### src/rtl/fpu_aux_wb_buffer_if.sv
// Flag type shared by the aux writeback buffer and its handshake interface.
package fpu_aux_wb_pkg;
    typedef struct packed {
        logic nv;
        logic dz;
        logic of;
        logic uf;
        logic nx;
    } fflags_s;
endpackage

// Enqueue, dequeue and fflags CSR signals between the aux stage, the buffer and the FP RF arbiter.
interface fpu_aux_wb_buffer_if #(
    parameter int ADDR_W = 5,
    parameter int DATA_W = 33
);
    logic                    v_i;
    logic                    ready_o;
    logic [ADDR_W-1:0]       rd_i;
    logic [DATA_W-1:0]       result_i;
    fpu_aux_wb_pkg::fflags_s fflags_i;
    logic                    v_o;
    logic [ADDR_W-1:0]       rd_o;
    logic [DATA_W-1:0]       result_o;
    logic                    yumi_i;
    logic                    fflags_w_v_i;
    fpu_aux_wb_pkg::fflags_s fflags_w_data_i;
    fpu_aux_wb_pkg::fflags_s fflags_o;
    logic                    pending_o;

    modport slave (
        input  v_i, rd_i, result_i, fflags_i, yumi_i, fflags_w_v_i, fflags_w_data_i,
        output ready_o, v_o, rd_o, result_o, fflags_o, pending_o
    );

    modport master (
        output v_i, rd_i, result_i, fflags_i, yumi_i, fflags_w_v_i, fflags_w_data_i,
        input  ready_o, v_o, rd_o, result_o, fflags_o, pending_o
    );
endinterface

### src/rtl/fpu_aux_wb_buffer.sv
// 2-entry writeback FIFO behind the FPU aux stage; retires into the FP RF arbiter
// and folds retired fflags into a sticky accumulator.
module fpu_aux_wb_buffer #(
    parameter  int sig_width_p           = 23,
    parameter  int exp_width_p           = 9,
    parameter  int reg_addr_width_p      = 5,
    localparam int recoded_data_width_lp = 1 + sig_width_p + exp_width_p
) (
    input  logic                 clk_i,
    input  logic                 reset_n_i,
    fpu_aux_wb_buffer_if.slave   bus
);
    import fpu_aux_wb_pkg::*;

    logic [1:0][reg_addr_width_p-1:0]      r_rd_mem;
    logic [1:0][recoded_data_width_lp-1:0] r_res_mem;
    fflags_s [1:0]                         r_ff_mem;
    logic                                  r_wptr;
    logic                                  r_rptr;
    logic [1:0]                            r_cnt;
    fflags_s                               r_fflags;

    logic    w_ready;
    logic    w_v;
    logic    w_enq;
    logic    w_deq;
    fflags_s w_fflags_nxt;

    // Ready depends on occupancy only, so a full buffer never passes through.
    assign w_ready = (r_cnt != 2'd2);
    assign w_v     = (r_cnt != 2'd0);
    assign w_enq   = bus.v_i & w_ready;
    assign w_deq   = bus.yumi_i & w_v;

    // CSR write is the base; retiring flags are OR'd on top so neither is lost.
    assign w_fflags_nxt = fflags_s'((bus.fflags_w_v_i ? bus.fflags_w_data_i : r_fflags)
                                    | (w_deq ? r_ff_mem[r_rptr] : fflags_s'(5'b0)));

    always_ff @(posedge clk_i or negedge reset_n_i) begin
        if (!reset_n_i) begin
            r_rd_mem  <= '0;
            r_res_mem <= '0;
            r_ff_mem  <= '0;
            r_wptr    <= 1'b0;
            r_rptr    <= 1'b0;
            r_cnt     <= 2'd0;
            r_fflags  <= '0;
        end else begin
            if (w_enq) begin
                r_rd_mem[r_wptr]  <= bus.rd_i;
                r_res_mem[r_wptr] <= bus.result_i;
                r_ff_mem[r_wptr]  <= bus.fflags_i;
                r_wptr            <= ~r_wptr;
            end
            if (w_deq) r_rptr <= ~r_rptr;
            case ({w_enq, w_deq})
                2'b10:   r_cnt <= r_cnt + 2'd1;
                2'b01:   r_cnt <= r_cnt - 2'd1;
                default: r_cnt <= r_cnt;
            endcase
            r_fflags <= w_fflags_nxt;
        end
    end

    assign bus.ready_o   = w_ready;
    assign bus.v_o       = w_v;
    assign bus.pending_o = w_v;
    assign bus.rd_o      = r_rd_mem[r_rptr];
    assign bus.result_o  = r_res_mem[r_rptr];
    assign bus.fflags_o  = r_fflags;
endmodule
### src/flat_wrapper.sv
// flat-port wrapper written by rule: the top's interface ports become plain ports
module fpu_aux_wb_buffer_flat import fpu_aux_wb_pkg::*;
#(
    parameter  int sig_width_p           = 23,
    parameter  int exp_width_p           = 9,
    parameter  int reg_addr_width_p      = 5,
    localparam int recoded_data_width_lp = 1 + sig_width_p + exp_width_p
)
  (clk_i, reset_n_i, bus_v_i, bus_rd_i, bus_result_i, bus_fflags_i, bus_yumi_i, bus_fflags_w_v_i, bus_fflags_w_data_i, bus_ready_o, bus_v_o, bus_rd_o, bus_result_o, bus_fflags_o, bus_pending_o);
  fpu_aux_wb_buffer_if bus_i ();
  input  logic clk_i;
  input  logic reset_n_i;
  input wire logic [$bits(bus_i.v_i)-1:0] bus_v_i;
  input wire logic [$bits(bus_i.rd_i)-1:0] bus_rd_i;
  input wire logic [$bits(bus_i.result_i)-1:0] bus_result_i;
  input wire logic [$bits(bus_i.fflags_i)-1:0] bus_fflags_i;
  input wire logic [$bits(bus_i.yumi_i)-1:0] bus_yumi_i;
  input wire logic [$bits(bus_i.fflags_w_v_i)-1:0] bus_fflags_w_v_i;
  input wire logic [$bits(bus_i.fflags_w_data_i)-1:0] bus_fflags_w_data_i;
  output wire logic [$bits(bus_i.ready_o)-1:0] bus_ready_o;
  output wire logic [$bits(bus_i.v_o)-1:0] bus_v_o;
  output wire logic [$bits(bus_i.rd_o)-1:0] bus_rd_o;
  output wire logic [$bits(bus_i.result_o)-1:0] bus_result_o;
  output wire logic [$bits(bus_i.fflags_o)-1:0] bus_fflags_o;
  output wire logic [$bits(bus_i.pending_o)-1:0] bus_pending_o;
  assign bus_i.v_i = bus_v_i;
  assign bus_i.rd_i = bus_rd_i;
  assign bus_i.result_i = bus_result_i;
  assign bus_i.fflags_i = bus_fflags_i;
  assign bus_i.yumi_i = bus_yumi_i;
  assign bus_i.fflags_w_v_i = bus_fflags_w_v_i;
  assign bus_i.fflags_w_data_i = bus_fflags_w_data_i;
  assign bus_ready_o = bus_i.ready_o;
  assign bus_v_o = bus_i.v_o;
  assign bus_rd_o = bus_i.rd_o;
  assign bus_result_o = bus_i.result_o;
  assign bus_fflags_o = bus_i.fflags_o;
  assign bus_pending_o = bus_i.pending_o;
  fpu_aux_wb_buffer #(.sig_width_p(sig_width_p), .exp_width_p(exp_width_p), .reg_addr_width_p(reg_addr_width_p)) u_core (.clk_i(clk_i), .reset_n_i(reset_n_i), .bus(bus_i));
endmodule
### config.mk
export PLATFORM = sky130hd
export DESIGN_NAME = fpu_aux_wb_buffer_flat
export DESIGN_NICKNAME = d
export VERILOG_FILES = /design/src/rtl/fpu_aux_wb_buffer_if.sv /design/src/rtl/fpu_aux_wb_buffer.sv /design/src/flat_wrapper.sv
export SDC_FILE = /design/constraint.sdc
export NUM_CORES = 1
export LEC_CHECK = 0
export ABC_AREA = 1
export BUFFER_PORTS_ARGS = -buffer_cell sky130_fd_sc_hd__buf_2
export CAP_MARGIN = 20
export CORE_AREA = 2 2 123 125
export CTS_CLUSTER_SIZE = 30
export DETAILED_ROUTE_END_ITERATION = 8
export DIE_AREA = 0 0 125 127
export SLEW_MARGIN = 40
export SYNTH_ARGS = -nofsm -noshare
export SYNTH_HDL_FRONTEND = slang
export SYNTH_SLANG_ARGS = --single-unit
### constraint.sdc
create_clock -name clk_i -period 1.2 [get_ports clk_i]
set_input_delay 0.18 -clock clk_i [delete_from_list [all_inputs] [get_ports clk_i]]
set_output_delay 0.18 -clock clk_i [all_outputs]
set_load 0.01 [all_outputs]
Word-level counts from Yosys, hierarchy flattened --
Cells that the tools add are included.
Cells by class: $add $sub $neg 2, multiply operators 0, div/mod/pow operators 0, order comparisons 3, equal/unequal tests 3, shift operators 0, multiplexer cells 16, bitwise operators 5, reduce and logical (&&, ||, !) cells 3
Operator list (number):
- $mux W33 | 3
- $bwmux W66 | 1
- $mux W5 | 7
- $demux W33 S1 | 1
- $bwmux W10 | 2
- $demux W5 S1 | 1
- $or A5 B5 Y5 | 1
- $lt A1 B2 Y1 const B | 2
- $pmux W2 S2 | 1
- $reduce_bool A2 Y1 | 2
- $add A2 B1 Y2 const B | 1
- $and A1 B1 Y1 | 2
- $eq A2 B1 Y1 const B | 1
- $eq A2 B2 Y1 const B | 1
- $ne A2 B2 Y1 const B | 1
- $not A1 Y1 | 2
- $sub A2 B1 Y2 const B | 1
- $ge A1 B1 Y1 const B | 1
- $logic_and A1 B1 Y1 | 1
Word-level totals: register bits 95, bits in latches 0, bits in writable memories 0, bits in read-only memories 0, bits of input ports 53, output and inout port bits 46, logic and storage cells 54, memories 0

Longest topological paths before layout --
Gate-level depths: netlist of run 1.
word-level depth 5, depth in mapped cells 10, depth with buffers taken out 10

Worst setup path after synthesis of run 1 --
OpenSTA, ideal clock, no wires.
path kind flip-flop to flip-flop, from register u_core.r_cnt[1], to register u_core.r_cnt[1], setup time 0.117 ns, arrival time 1.337 ns, required time 1.083 ns, path slack -0.254 ns, cell stages (with the launch flop) 10, buffers on the path 0, clock period less this slack 1.454 ns, cell sequence dfrtp_1 inv_1 nand2_1 nand2_1 inv_2 ha_1 inv_1 nand3_1 nand2_1 nand2_1
On the way: word-level cells in the longest chain between the ends 4, elaborated cells between the ends (all ways) 10, classes of those cells add/sub: 2; eq/ne: 3; mux: 1; bitwise: 2; reduce/logical: 2
Ends and longest elaborated chain:
- from (decl) | line fpu_aux_wb_buffer.sv:20 | logic [1:0] r_cnt;
- from (signal assigned) | line fpu_aux_wb_buffer.sv:57 | 2'b10: r_cnt <= r_cnt + 2'd1;
- from (signal assigned) | line fpu_aux_wb_buffer.sv:58 | 2'b01: r_cnt <= r_cnt - 2'd1;
- from (signal assigned) | line fpu_aux_wb_buffer.sv:59 | default: r_cnt <= r_cnt;
- $reduce_bool A2 Y1 (*) | line fpu_aux_wb_buffer.sv:31 | assign w_v = (r_cnt != 2'd0);
- named net bus_pending_o | line flat_wrapper.sv:25 | output wire logic [$bits(bus_i.pending_o)-1:0] bus_pending_o;
- $and A1 B1 Y1 (*) | line fpu_aux_wb_buffer.sv:33 | assign w_deq = bus.yumi_i & w_v;
- named net u_core.w_deq | line fpu_aux_wb_buffer.sv:26 | logic w_deq;
- $eq A2 B1 Y1 or $eq A2 B2 Y1 (tied branches) | line fpu_aux_wb_buffer.sv:56 | case ({w_enq, w_deq})
- $pmux W2 S2 or $reduce_bool A2 Y1 (tied branches)
Mark *: on every way through the listed nets, which the timed path passes. The rest lies on a longest branch. A chain may end at the register's enable or synchronous reset.

Final worst setup path of run 1 --
from register u_core.r_rptr, to output bus_result_o[30]
On the way: word-level cells in the longest chain between the ends 2
Ends and longest elaborated chain:
- from (decl) | line fpu_aux_wb_buffer.sv:19 | logic r_rptr;
- from (signal assigned) | line fpu_aux_wb_buffer.sv:55 | if (w_deq) r_rptr <= ~r_rptr;
- $mux W33 (implied by the code) (2 in a row) | line fpu_aux_wb_buffer.sv:69 | assign bus.result_o = r_res_mem[r_rptr];
- to (decl) | line flat_wrapper.sv:23 | output wire logic [$bits(bus_i.result_o)-1:0] bus_result_o;
No other way between the ends. The select of a mux whose other input is x is not followed.

==> results by stage, run 1 <==
Outcome:
- The run finished, with violations left.
- The final reports fail on negative setup slack.

Logic synthesis:
- The average size of a mapped cell is 7.94 sq um.
- Synthesis inferred 95 register bits.
- Counting every net in the synthesized netlist gives 629.
- The count of synthesis-stage warnings from yosys is 0.
- The number of distinct library cells after synthesis is 16.
- In this run the cell area of the synthesized design comes to 4570 sq um.
- After technology mapping, the gate count stands at 575.
- Of the synthesized area, sequential elements account for 0.521.

Cells and area:
- The utilization after layout is 0.488.
- For this run, the number of standard cells in the final layout without fillers is ~900.
- The number of nets in the layout is 762.
- The fraction of layout cells with a size suffix above 1 is 0.487.
- Fill cells in the final layout number approximately 1400.
- The synthesis-to-layout area growth is 54.1%.
- The number of antenna diodes in the final layout is 0.

CTS:
- Buffers inserted during clock tree synthesis total 9.
- TritonCTS built the clock tree.
- The clock-pin slew of the registers on the worst-case setup and hold paths is approximately 0.070 ns.
- For this design, the sink count on the clock tree is 95.
- The clock insertion delay at the later pin of the skew report is 0.35 ns.
- In this run the clock root is driven by a sky130_fd_sc_hd__clkbuf_16.
- The clock passes through at most 2 buffers.
- The clock tree synthesis step divided the H-tree into 3 levels.

Timing:
- In the finished design, the share of the clock period the worst path needs comes to 1.26.
- Setup repair after global routing could not meet its margin everywhere.
- The final critical path time including I/O delays and setup is 1.52 ns.
- The hold violation count in the final report came to 0.
- Across all setup checks in the final design, the least slack found is -0.317 ns.
- Timing would allow up to between 600 and 700 MHz.
- In this run the tightest slew margin relative to its limit is 0.765.
- Setup violations remaining at the end of the flow were counted as 131.
- The number of pins with negative max-slew slack in the final report is 0.
- The setup skew after layout is between 0.005 and 0.006 ns.
- For the pin with the worst max-slew slack, the measured transition is 0.353 ns.

Global routing:
- The first global-routing pass estimated 23500 um of wire.
- After global routing the overflow that remains totals 0.
- The maximum number of pins on one net before global-route repair is 38.
- The number of global-route vias before repair was 4486.
- The initial antenna violation count is 0.
- The total routing usage reported by global routing is 0.186.

Power:
- The cell-internal power is 0.0118 W.
- The switching fraction of total power is 0.422.
- The net switching power is 0.00864 W.
- Summed over all cells, the static leakage comes to 3.66 nW.
- The fraction of power consumed by sequential logic is 0.300.
- The share of total power in combinational logic is 0.553.
- The worst voltage drop across the vdd grid is 1.20 mV.
- The share of total power dissipated in the clock network is 0.147.
- The power per cell area is slightly below 3000 nW/um^2.

Setup path:
- The data required time of the critical path is slightly above 1 ns.
- The critical path is of the register to output pin type.
- STA classifies the critical path endpoint as an output pin.
- The biggest fanout along the worst timing path is 14.
- At the worst endpoint, the arrival time is 1.34 ns.
- The worst setup path is launched from a register.

Floorplan:
- The initialized floorplan defines 44 standard-cell rows.
- The overall die area is roughly 16000 sq um.
- The core region is 14400 sq um.
- The total I/O pin count is about 100.
- The initial utilization of the core area, before any placement, comes to 0.317.
- The horizontal die dimension is around 130 um.
- The die is 127 um tall.

Placement:
- The HPWL after detailed placement is 8650 um.
- The final estimated routing congestion in global placement is roughly 0.79.
- At the placement stage, the worst setup path has a slack of -0.105 ns.
- Including well taps, the total number of placed cells is 844.
- The number of buffers added on ports is 98.

Drt:
- The detailed router placed about 4600 vias in this run.
- The post-detailed-routing wire length is 14900 um.
- The average detailed-routed wire length per instance is around 17 um.
- The post-detailed-route count of antenna-violating nets is 0.
- Before antenna repair, the detailed router went through 4 iterations.
- The post-detailed-route via-to-cell ratio is 5.08.
- The initial detailed-routing violation count is 327.
- After detailed routing, the number of remaining DRC violations is 0.

Flow run:
- The max-capacitance violation count is 0.

Worst hold path:
- The kind of path behind the tightest hold check is input pin to register.
-- layer usage --
metal,wire (um),part of all wire,GRT usage
met1,6410,0.43,0.239
met2,7520,0.51,0.316
met3,638,0.043,0.0297
met4,300,0.020,0.0758
met5,0,0,0
-- cells in the mapped netlist --
cell | instances | area [sq um]
sky130_fd_sc_hd__ha_1 | 1 | 12.5
sky130_fd_sc_hd__inv_4 | 1 | 6.26
sky130_fd_sc_hd__buf_4 | 9 | 67.6
sky130_fd_sc_hd__a21boi_0 | 5 | 37.5
sky130_fd_sc_hd__nand4_1 | 87 | 544
sky130_fd_sc_hd__buf_2 | 27 | 135
sky130_fd_sc_hd__nand2_8 | 1 | 20.0
sky130_fd_sc_hd__inv_2 | 3 | 11.3
sky130_fd_sc_hd__clkbuf_1 | 7 | 26.3
sky130_fd_sc_hd__nand3_4 | 2 | 35.0
sky130_fd_sc_hd__buf_6 | 3 | 33.8
sky130_fd_sc_hd__nand2_1 | 328 | 1230
sky130_fd_sc_hd__dfrtp_1 | 95 | 2380
sky130_fd_sc_hd__inv_1 | 4 | 15.0
sky130_fd_sc_hd__xnor2_1 | 1 | 8.76
sky130_fd_sc_hd__nand3_1 | 1 | 5.00
-- kinds of logic (layout without fill, tap and decap cells) --
kind of cell | after synthesis | after routing | synth area share
AOI/OAI and AO/OA | 5 | 5 | 0.00822
xor gates and xnor gates | 1 | 1 | 0.00192
adders and majority gates | 1 | 1 | 0.00274
buffers and inverters | 54 | 192 | 0.0647
DFF | 95 | 95 | 0.521
and+or+nand+nor | 419 | 419 | 0.402
-- path summary, 6_finish.rpt --
check / startpoint / to / slack (ns) / cells past startpoint
worst max-delay path: u_core.r_rptr / bus_result_o[30] / -0.32 / 5
worst min-delay path: bus_result_i[21] / u_core.r_res_mem[54] / 0.09 / 3
worst max register to register: u_core.r_cnt[1] / u_core.r_res_mem[18] / -0.27 / 9
worst min register to register: u_core.r_rd_mem[9] / u_core.r_rd_mem[9] / 0.48 / 2
max in group asynchronous: reset_n_i / u_core.r_wptr / 0.39 / 3
min in group asynchronous: reset_n_i / u_core.r_res_mem[6] / 0.27 / 2
-- power groups by stage --
stage | logic, W | clock network [W] | registers [W]
6_report | 0.0113 | 0.00301 | 0.00614
3_3_place_gp | 0.00773 | 0 | 0.00553
3_5_place_dp | 0.00787 | 0 | 0.00560
5_1_grt | 0.0123 | 0.00319 | 0.00630
2_1_floorplan | 0.00484 | 0 | 0.00539
4_1_cts | 0.00989 | 0.00305 | 0.00575
-- worst max-delay path, stage by stage (launching register included) --
cell and delay (ns):
sky130_fd_sc_hd__dfrtp_2 0.43, sky130_fd_sc_hd__clkinv_4 0.11, sky130_fd_sc_hd__buf_12 0.17, sky130_fd_sc_hd__nand2_1 0.07
sky130_fd_sc_hd__nand2_2 0.06, sky130_fd_sc_hd__buf_2 0.14
-- placed cells by master (no fill, tap or decap) --
master	netlist	final
sky130_fd_sc_hd__nand2_1	328	179
sky130_fd_sc_hd__nand2_2	0	96
sky130_fd_sc_hd__dfrtp_1	95	92
sky130_fd_sc_hd__buf_2	27	88
sky130_fd_sc_hd__nand4_1	87	87
sky130_fd_sc_hd__nand2_4	0	53
sky130_fd_sc_hd__buf_4	9	28
sky130_fd_sc_hd__buf_6	3	23
sky130_fd_sc_hd__buf_12	0	21
sky130_fd_sc_hd__clkbuf_16	0	9
sky130_fd_sc_hd__buf_16	0	6
sky130_fd_sc_hd__a21boi_0	5	5
sky130_fd_sc_hd__inv_2	3	4
sky130_fd_sc_hd__dfrtp_2	0	3
sky130_fd_sc_hd__clkinv_4	0	2
sky130_fd_sc_hd__inv_4	1	2
sky130_fd_sc_hd__nand3_4	2	2
sky130_fd_sc_hd__clkbuf_8	0	2
sky130_fd_sc_hd__clkinvlp_4	0	2
sky130_fd_sc_hd__nand2_8	1	1
sky130_fd_sc_hd__inv_1	4	1
sky130_fd_sc_hd__xnor2_2	0	1
sky130_fd_sc_hd__nand3_2	0	1
sky130_fd_sc_hd__ha_4	0	1
sky130_fd_sc_hd__bufinv_16	0	1
sky130_fd_sc_hd__clkbuf_1	7	1
sky130_fd_sc_hd__dlygate4sd3_1	0	1
sky130_fd_sc_hd__buf_8	0	1
-- state kept, by name, indices dropped and copies added (netlist names) --
register,count
u_core.r_res_mem,66
u_core.r_ff_mem,10
u_core.r_rd_mem,10
u_core.bus.fflags_o,5
u_core.r_cnt,2
u_core.r_rptr,1
u_core.r_wptr,1
-- area by class of cell --
class,count,area (sq um),share of cell area
clock inverters,4,53.8,0.00764
clock buffers,12,256,0.0364
repair buffers,168,1520,0.216
multi-input cells,426,2560,0.363
flip-flops and latches,95,2380,0.338
inverters,8,40.0,0.00569
well taps,184,230,0.0327
-- per-stage QoR --
stage               hold slack (ns)  setup TNS [ns]  cell area (sq um)  power (W)
global route                  0.101          -36.42               7040     0.0218
finish                       0.0895          -30.58               7040     0.0204
detailed placement            0.109           -6.13               5480     0.0135
CTS                          0.0817          -28.10               6490     0.0187
floorplan                    -0.116          -0.164               4600     0.0102
global placement              0.111           -2.59               5480     0.0133
-- timing repair --
item                       CTS  global route
setup buffers               20            13
hold endpoints to repair    20             0
resized for setup           99           153
setup endpoints to repair  130           134
pin swaps                    2             4
hold buffers                 1             0
gates cloned                 9             0
(Power assumes the default switching activity.)
==> run 2, diff against run 1 <==
Settings changed: ABC_AREA 1 to not set, CORE_AREA 2 2 123 125 to 2 2 122 124, CTS_CLUSTER_SIZE 30 to 25, DIE_AREA 0 0 125 127 to 0 0 124 126.
==> run 2 against run 1 <==
Against the previous run:
- the flow still finishes with violations (negative setup slack)
- setup slack lost 0.13 ns
- final cell count decreased by 35%
- power is 7.9% lower
- fmax decreased by 7.8%
- non-clock buffer count down 33
- sequential power fell by 5.2%
- via count decreased by 43%
- critical path type unchanged
- largest cell class is now sequential cells
==> results by stage, run 2 <==
Logic synthesis:
- The fraction of post-synthesis cell area in the top cell type by area is 0.525 (+0.00431).
- The share of synthesized registers carrying an async set or reset is 1.00 (unchanged).
- The count of synthesis-stage warnings from yosys is 0 (unchanged).
- By area the synthesized netlist is led by sky130_fd_sc_hd__dfrtp_1, sky130_fd_sc_hd__mux2_4, sky130_fd_sc_hd__mux2_2, sky130_fd_sc_hd__buf_12, sky130_fd_sc_hd__mux2i_1.
- sky130_fd_sc_hd__dfrtp_1 takes more of the synthesized area than any other cell.
- The number of distinct library cells after synthesis is 20 (+4).
- By count the netlist is led by sky130_fd_sc_hd__dfrtp_1, sky130_fd_sc_hd__mux2_4, sky130_fd_sc_hd__mux2_2, sky130_fd_sc_hd__mux2i_1, sky130_fd_sc_hd__buf_12.
- The average size of a mapped cell is 17.1 sq um (+120%).
- Among all cell types in the netlist, the one instantiated most often is sky130_fd_sc_hd__dfrtp_1.
- The net count after synthesis is 319 (-49%).
- The cell area after technology mapping is 4530 sq um (-0.82%).
- The post-synthesis register bit count is 95 (unchanged).
- For this run, the leading register cell type out of synthesis is sky130_fd_sc_hd__dfrtp_1.
- The synthesized instance count came to 265 (-54%).
- The number of enable flip-flop cells after synthesis is 0 (unchanged).
- The sequential element share of the synthesized area is 0.525 (+0.00431).

Global routing:
- The final global-route overflow total is 0 (unchanged).
- The number of global-route vias before repair is 2916 (-35%).
- The most heavily used metal layer in global routing is met2.
- The initial antenna violation count is 0 (unchanged).
- The met2 usage is 0.197 (-0.119).
- The maximum number of pins on one net before global-route repair came to 41 (+7.9%).
- The first-pass GRT wire length was 15700 um (-33%).
- The total routing usage reported by global routing was 0.132 (-0.0540).
- The met3 usage came to 0.0376 (+0.00786).
- The met1 layer usage reported by global route came to 0.186 (-0.0533).

Setup path:
- STA classifies the critical path startpoint as a register.
- The data required time of the critical path is 1.02 ns (about the same).
- The worst reg2reg path depth is 6 (-3).
- The critical path depth in cells is 3 (-2).
- The data arrival time at the worst-slack endpoint is 1.47 ns (+0.13 ns).
- The biggest fanout along the worst timing path is 21 (+7).
- The largest stage delay on the critical path came to 0.41 ns (-0.02 ns).
- On the critical path, the stage with the largest delay is an instance of sky130_fd_sc_hd__dfrtp_2.
- On the critical path the largest part of the delay comes from flip-flops.
- The classification of the worst setup path is register to output pin.
- The worst setup path is captured at an output pin.
- The signal on the critical path passes through buf_12 > mux2_2 > buf_2.
- The critical path buffer and inverter count came to 2 (-1).

Placement:
- The number of buffers added on ports is 98 (unchanged).
- The final estimated routing congestion in global placement came to 0.692 (-13%).
- The worst-case setup slack after placement is -0.321 ns (-0.216 ns).
- The HPWL after detailed placement is 6230 um (-28%).

Cells and area:
- The fraction of layout cells with a size suffix above 1 is 0.722 (+0.235).
- The number of fill cells in the layout was 1332 (-3.1%).
- The number of nets in the layout came to 448 (-41%).
- The flip-flop count of the largest register, all copies and words added is 66 (unchanged).
- More flip-flops sit in one register than any other, and that register is u_core.r_res_mem.
- The largest registers in the layout are u_core.r_res_mem (66), u_core.r_ff_mem (10), u_core.r_rd_mem (10).
- The library cell used most frequently in the layout, excluding fill and tap cells, is sky130_fd_sc_hd__mux2_4.
- The area growth from synthesis to layout is 36.6%.
- In the layout the commonest cells are sky130_fd_sc_hd__mux2_4, sky130_fd_sc_hd__dfrtp_1, sky130_fd_sc_hd__buf_2.
- The number of inserted diodes came to 0 (unchanged).

Timing:
- The hold violation count in the final report is 0 (unchanged).
- The period utilization was 1.37 (+0.107).
- Setup repair after global routing could not meet its margin everywhere.
- The final critical path time including I/O delays and setup is 1.65 ns (+0.128 ns).
- The worst slew margin relative to its limit is 0.770 (+0.00593).
- The setup skew after layout is 0.00524 ns (-0.0000581 ns).
- The final total negative setup slack is -41.02 ns (-10.44 ns).
- The number of pins with negative max-slew slack in the final report is 0 (unchanged).
- The maximum achievable frequency was 608 MHz (-7.8%).
- The least setup slack across all paths after layout is -0.445 ns (-0.128 ns).
- The count of final setup violators is 129 (-1.5%).
- The slew at the pin with the worst max-slew slack is 0.344 ns (-0.00889 ns).

Drt:
- The total via count in the routed design is 2580 (-43%).
- The post-detailed-route via-to-cell ratio is 4.43 (-13%).
- The post-detailed-route count of antenna-violating nets is 0 (unchanged).
- The average detailed-routed wire length per instance is 17.1 um (+3.1%).
- The post-detailed-routing wire length came to 9960 um (-33%).
- The DRC violations left is 0 (unchanged).
- The count of TritonRoute iterations in the first routing pass is 4 (unchanged).
- The initial detailed-routing violation count was 74 (-77%).

Floorplan:
- The area of the core is 14300 sq um (-0.76%).
- The number of rows created at floorplan is 44 (unchanged).
- The effective utilization at floorplan is 0.316 (about the same).
- The overall die area is 15600 sq um (-1.6%).
- The total I/O pin count is 99 (unchanged).
- The horizontal die dimension is 124 um (-0.80%).
- The vertical extent of the die was 126 um (-0.79%).

CTS:
- The clock tree from TritonCTS is built.
- The clock buffer count from CTS was 9 (unchanged).
- The buffer depth of the longest clock path is 2 (unchanged).
- The clock-pin slew of the registers on the worst-case setup and hold paths came to 0.06 ns (about the same).
- The clock insertion delay at the later pin of the skew report is 0.34 ns (about the same).
- Clock tree synthesis selected as its root buffer the cell sky130_fd_sc_hd__clkbuf_16.
- The number of H-tree levels is 3 (unchanged).
- The clock net sink count is 95 (unchanged).

Power:
- The power per cell area came to 3040 nW/um^2 (+4.7%).
- The worst voltage drop across the vdd grid is 1.44 mV (+20%).
- The cell leakage power is 2.96 nW (-19%).

Worst hold path:
- The cell depth of the worst hold path came to 3 (unchanged).
- The min-delay analysis places its worst path in the category input pin to register.

Outcome:
- The run finished, with violations left.
- The final reports fail on negative setup slack.

Flow run:
- The max-capacitance violation count is 0 (unchanged).
[run 2: logic make-up (layout without fill, tap and decap cells)]
logic type,Yosys count,count (layout),share of synthesized area
muxes,134,134,0.397
DFF,95,95,0.525
buffers and inverters,18,152,0.0492
and+or+nand+nor,7,7,0.0113
AOI/OAI and AO/OA,5,5,0.00552
xor gates and xnor gates,5,5,0.00967
adders and majority gates,1,1,0.00276
[run 2: worst paths after layout]
path                                          end  slack, ns                   start
max in group asynchronous    u_core.r_res_mem[45]       0.37               reset_n_i
min                        u_core.bus.fflags_o[3]       0.07  bus_fflags_w_data_i[3]
max reg2reg                    u_core.r_rd_mem[8]      -0.33         u_core.r_cnt[0]
max                               bus_result_o[2]      -0.45           u_core.r_rptr
min reg2reg                  u_core.r_res_mem[12]       0.51    u_core.r_res_mem[12]
min in group asynchronous    u_core.r_res_mem[47]       0.29               reset_n_i
[run 2: tightest hold or removal path, delay by kind of cell]
| family | cells | cell delay [ns] |
|---|---|---|
| compound gates | 1 | 0.06 |
| buf+inv | 1 | 0.07 |
| mux | 1 | 0.05 |
[run 2: final cells by class]
cell class	count	area, sq um	area share
clock buffer	13	270	0.0437
clock inverter	3	40.0	0.00647
inverter	1	3.75	0.000607
multi-input combinational	152	2080	0.335
sequential	95	2380	0.384
tap	184	230	0.0372
timing repair buffer	135	1190	0.192
[run 2: metal layers]
metal  up-vias  share of wire
li1       1194              -
met1      1309           0.49
met2        65           0.45
met3        12          0.049
met4         0          0.013
met5         -              0
[run 2: what timing repair did]
item,in CTS,in global routing
pin swaps,7,1
endpoints found under the setup margin,129,135
buffers inserted,13,4
cloned,5,0
hold buffers,1,0
endpoints found under the hold margin,21,0
resized for setup,41,39
[run 2: through the flow]
stage	utilization	instance area [sq um]	hold slack [ns]	instances	total power, W
after global placement	0.373	5330	0.107	550	0.0137
after CTS	0.425	6090	0.0522	585	0.0184
after floorplan	-	4580	-0.116	265	0.0117
after global routing	0.432	6190	0.0771	583	0.0199
final	0.432	6190	0.0671	583	0.0188
after detailed placement	0.373	5330	0.112	550	0.0139
[run 2: report_power, final]
part	internal (W)	leakage, nW	total [W]	switching [W]
registers	0.00486	1.11	0.00582	0.000959
logic	0.00655	1.69	0.0100	0.00350
clock network	0.00178	0.156	0.00295	0.00117
==> run 3, diff against run 2 <==
Settings changed: CORE_AREA 2 2 122 124 to 2 2 100 102, DIE_AREA 0 0 124 126 to 0 0 102 104, PLACE_DENSITY set to 0.74.
==> run 3 against run 2 <==
Against the previous run:
- the run still ends with negative setup slack left
- sequential power increased by 1%
- clock skew barely moved
- final cell count is 9.1% lower
- sequential cell count is the same
- global-route usage grew 5.8 points
- critical path depth unchanged
- utilization up 20 points
- non-clock buffer count fell by 2
- power decreased by 2.8%
- design area is 2.4% lower
- largest power group unchanged
==> results by stage, run 3 (synthesis gave the netlist of run 2 again) <==
Global routing:
- The first-pass GRT wire length is 15500 um (-1.1%).
- The number of global-route vias before repair is 2887 (-0.99%).
- The initial antenna violation count is 0 (unchanged).
- The maximum number of pins on one net before global-route repair is 34 (-17%).
- The final global-route overflow total is 0 (unchanged).
- The total routing usage reported by global routing is 0.190 (+0.0580).

Cells and area:
- The synthesis-to-layout area growth is 33.3%.
- The largest registers in the layout are u_core.r_res_mem (66), u_core.r_ff_mem (10), u_core.r_rd_mem (10).
- The register with the most flip-flops is u_core.r_res_mem.
- The number of nets in the layout is 446 (-0.45%).
- The flip-flop count of the largest register, all copies and words added is 66 (unchanged).
- In the layout the commonest cells are sky130_fd_sc_hd__mux2_4, sky130_fd_sc_hd__dfrtp_1, sky130_fd_sc_hd__buf_2.
- The library cell used most frequently in the layout, excluding fill and tap cells, is sky130_fd_sc_hd__mux2_4.
- The utilization after layout is 0.632 (+0.200).
- The number of inserted diodes is 0 (unchanged).
- The post-route standard cell area excluding fillers is 6040 sq um (-2.4%).
- The fraction of layout cells with a size suffix above 1 is 0.720 (-0.00140).

Timing:
- The least setup slack across all paths after layout was -0.467 ns (-0.0217 ns).
- The final critical path time including I/O delays and setup is 1.67 ns (+0.0217 ns).
- The period utilization is 1.39 (+0.0181).
- The smallest hold slack is 0.0536 ns (-0.0135 ns).
- The worst slew margin relative to its limit is 0.784 (+0.0130).
- The maximum achievable frequency is 600 MHz (-1.3%).
- Setup repair after global routing could not meet its margin everywhere.
- The number of pins with negative max-slew slack in the final report came to 0 (unchanged).
- The setup skew after layout came to 0.00563 ns (+0.000390 ns).
- The count of final setup violators came to 132 (+2.3%).
- The hold violation count in the final report is 0 (unchanged).
- The slew at the pin with the worst max-slew slack is 0.325 ns (-0.0195 ns).

Drt:
- The post-detailed-routing wire length is 9650 um (-3.1%).
- The DRC violations left is 0 (unchanged).
- The initial detailed-routing violation count is 76 (+2.7%).
- The post-detailed-route count of antenna-violating nets is 0 (unchanged).
- The count of TritonRoute iterations in the first routing pass came to 3 (-1).
- The post-detailed-route via-to-cell ratio came to 4.95 (+12%).
- The total via count in the routed design is 2624 (+1.7%).
- The average detailed-routed wire length per instance is 18.2 um (+6.6%).

Placement:
- The final estimated routing congestion in global placement is 0.716 (+3.5%).
- The number of buffers added on ports came to 98 (unchanged).
- The HPWL after detailed placement came to 6020 um (-3.5%).
- The post-place instance area was 5270 sq um (-1.2%).
- The worst-case setup slack after placement is -0.255 ns (+0.0660 ns).

Setup path:
- The critical path is of the register to output pin type.
- The largest stage delay on the critical path is 0.44 ns (+0.03 ns).
- The type of element launching the critical path is a register.
- The critical path goes through buf_12 > mux2_2 > buf_2.
- The data arrival time at the worst-slack endpoint is 1.49 ns (+0.02 ns).
- The data required time of the critical path was 1.02 ns (about the same).
- The critical path capture point type is an output pin.
- For this design, the slowest cell found on the critical path is sky130_fd_sc_hd__dfrtp_2.
- The biggest fanout along the worst timing path is 16 (-24%).

Floorplan:
- The overall die area is 10600 sq um (-32%).
- The vertical extent of the die is 104 um (-17%).
- The effective utilization at floorplan came to 0.474 (+0.158).
- The total I/O pin count came to 99 (unchanged).
- The number of rows created at floorplan is 36 (-18%).
- The area of the core came to 9550 sq um (-33%).
- The horizontal die dimension is 102 um (-18%).

Power:
- The power per cell area is 3030 nW/um^2 (-0.42%).
- The overall power consumption is 0.0183 W (-2.8%).
- The cell leakage power is 2.92 nW (-1.2%).
- The worst voltage drop across the vdd grid is 1.26 mV (-12%).

CTS:
- The clock insertion delay at the later pin of the skew report is 0.36 ns (+0.02 ns).
- The number of H-tree levels is 3 (unchanged).
- The clock-pin slew of the registers on the worst-case setup and hold paths came to 0.09 ns (+0.03 ns).
- The clock buffer count from CTS is 9 (unchanged).
- The clock net sink count is 95 (unchanged).
- The tree is rooted in a sky130_fd_sc_hd__clkbuf_8.
- The buffer depth of the longest clock path is 2 (unchanged).
- TritonCTS built the clock tree.

Flow run:
- The max-capacitance violation count is 0 (unchanged).

Outcome:
- The run finished, with violations left.
- The checks that failed: negative setup slack.

Worst hold path:
- The kind of path behind the tightest hold check is input pin to register.
## run 3: worst paths after layout
| kind | cells after the start | from | slack [ns] | end |
|---|---|---|---|---|
| setup / recovery | 3 | u_core.r_rptr | -0.47 | bus_result_o[22] |
| hold / removal | 3 | bus_fflags_w_data_i[0] | 0.05 | u_core.bus.fflags_o[0] |
| setup reg to reg | 6 | u_core.r_cnt[1] | -0.35 | u_core.r_res_mem[47] |
| hold reg to reg | 1 | u_core.r_res_mem[63] | 0.51 | u_core.r_res_mem[63] |
| max in group asynchronous | 3 | reset_n_i | 0.44 | u_core.r_res_mem[36] |
| min in group asynchronous | 2 | reset_n_i | 0.26 | u_core.r_res_mem[14] |
## run 3: stage by stage
step,std cells,setup TNS (ns)
CTS,535,-44.14
global placement,499,-16.52
detailed placement,499,-18.80
global route,530,-47.74
floorplan,265,-19.27
finish,530,-42.04
## run 3: critical path: cells and delay by family, from the launching register on
kind                   cells  cell delay (ns)
DFF                        1             0.44
muxes                      1             0.35
buffers and inverters      2             0.34
## run 3: timing repair
| item | CTS | global route |
|---|---|---|
| endpoints found under the setup margin | 133 | 136 |
| resized for setup | 45 | 52 |
| gates cloned | 6 | 0 |
| endpoints found under the hold margin | 19 | 0 |
| buffers inserted | 14 | 1 |
| hold buffers | 1 | 0 |
| pin swaps | 4 | 0 |
## run 3: power by group
group | switching, W | internal, W | leakage [nW] | total [W]
logic | 0.00356 | 0.00682 | 1.71 | 0.0104
clock network | 0.00110 | 0.000924 | 0.0946 | 0.00203
registers | 0.00103 | 0.00485 | 1.11 | 0.00588
total | 0.00570 | 0.0126 | 2.92 | 0.0183
## run 3: metal layers
metal | global-route usage | part of all wire | vias up
li1 | - | - | 1186
met1 | 0.262 | 0.46 | 1351
met2 | 0.294 | 0.47 | 74
met3 | 0.0491 | 0.057 | 13
met4 | 0.0600 | 0.013 | 0
met5 | 0 | 0 | -
## run 3: final cells by class
type                    count  area, sq um
well taps                 133          166
flip-flops and latches     95         2380
inverters                   1         6.26
multi-input cells         152         2110
clock buffers              12          165
clock inverters             4         28.8
fillers                   742         3510
repair buffers            133         1180
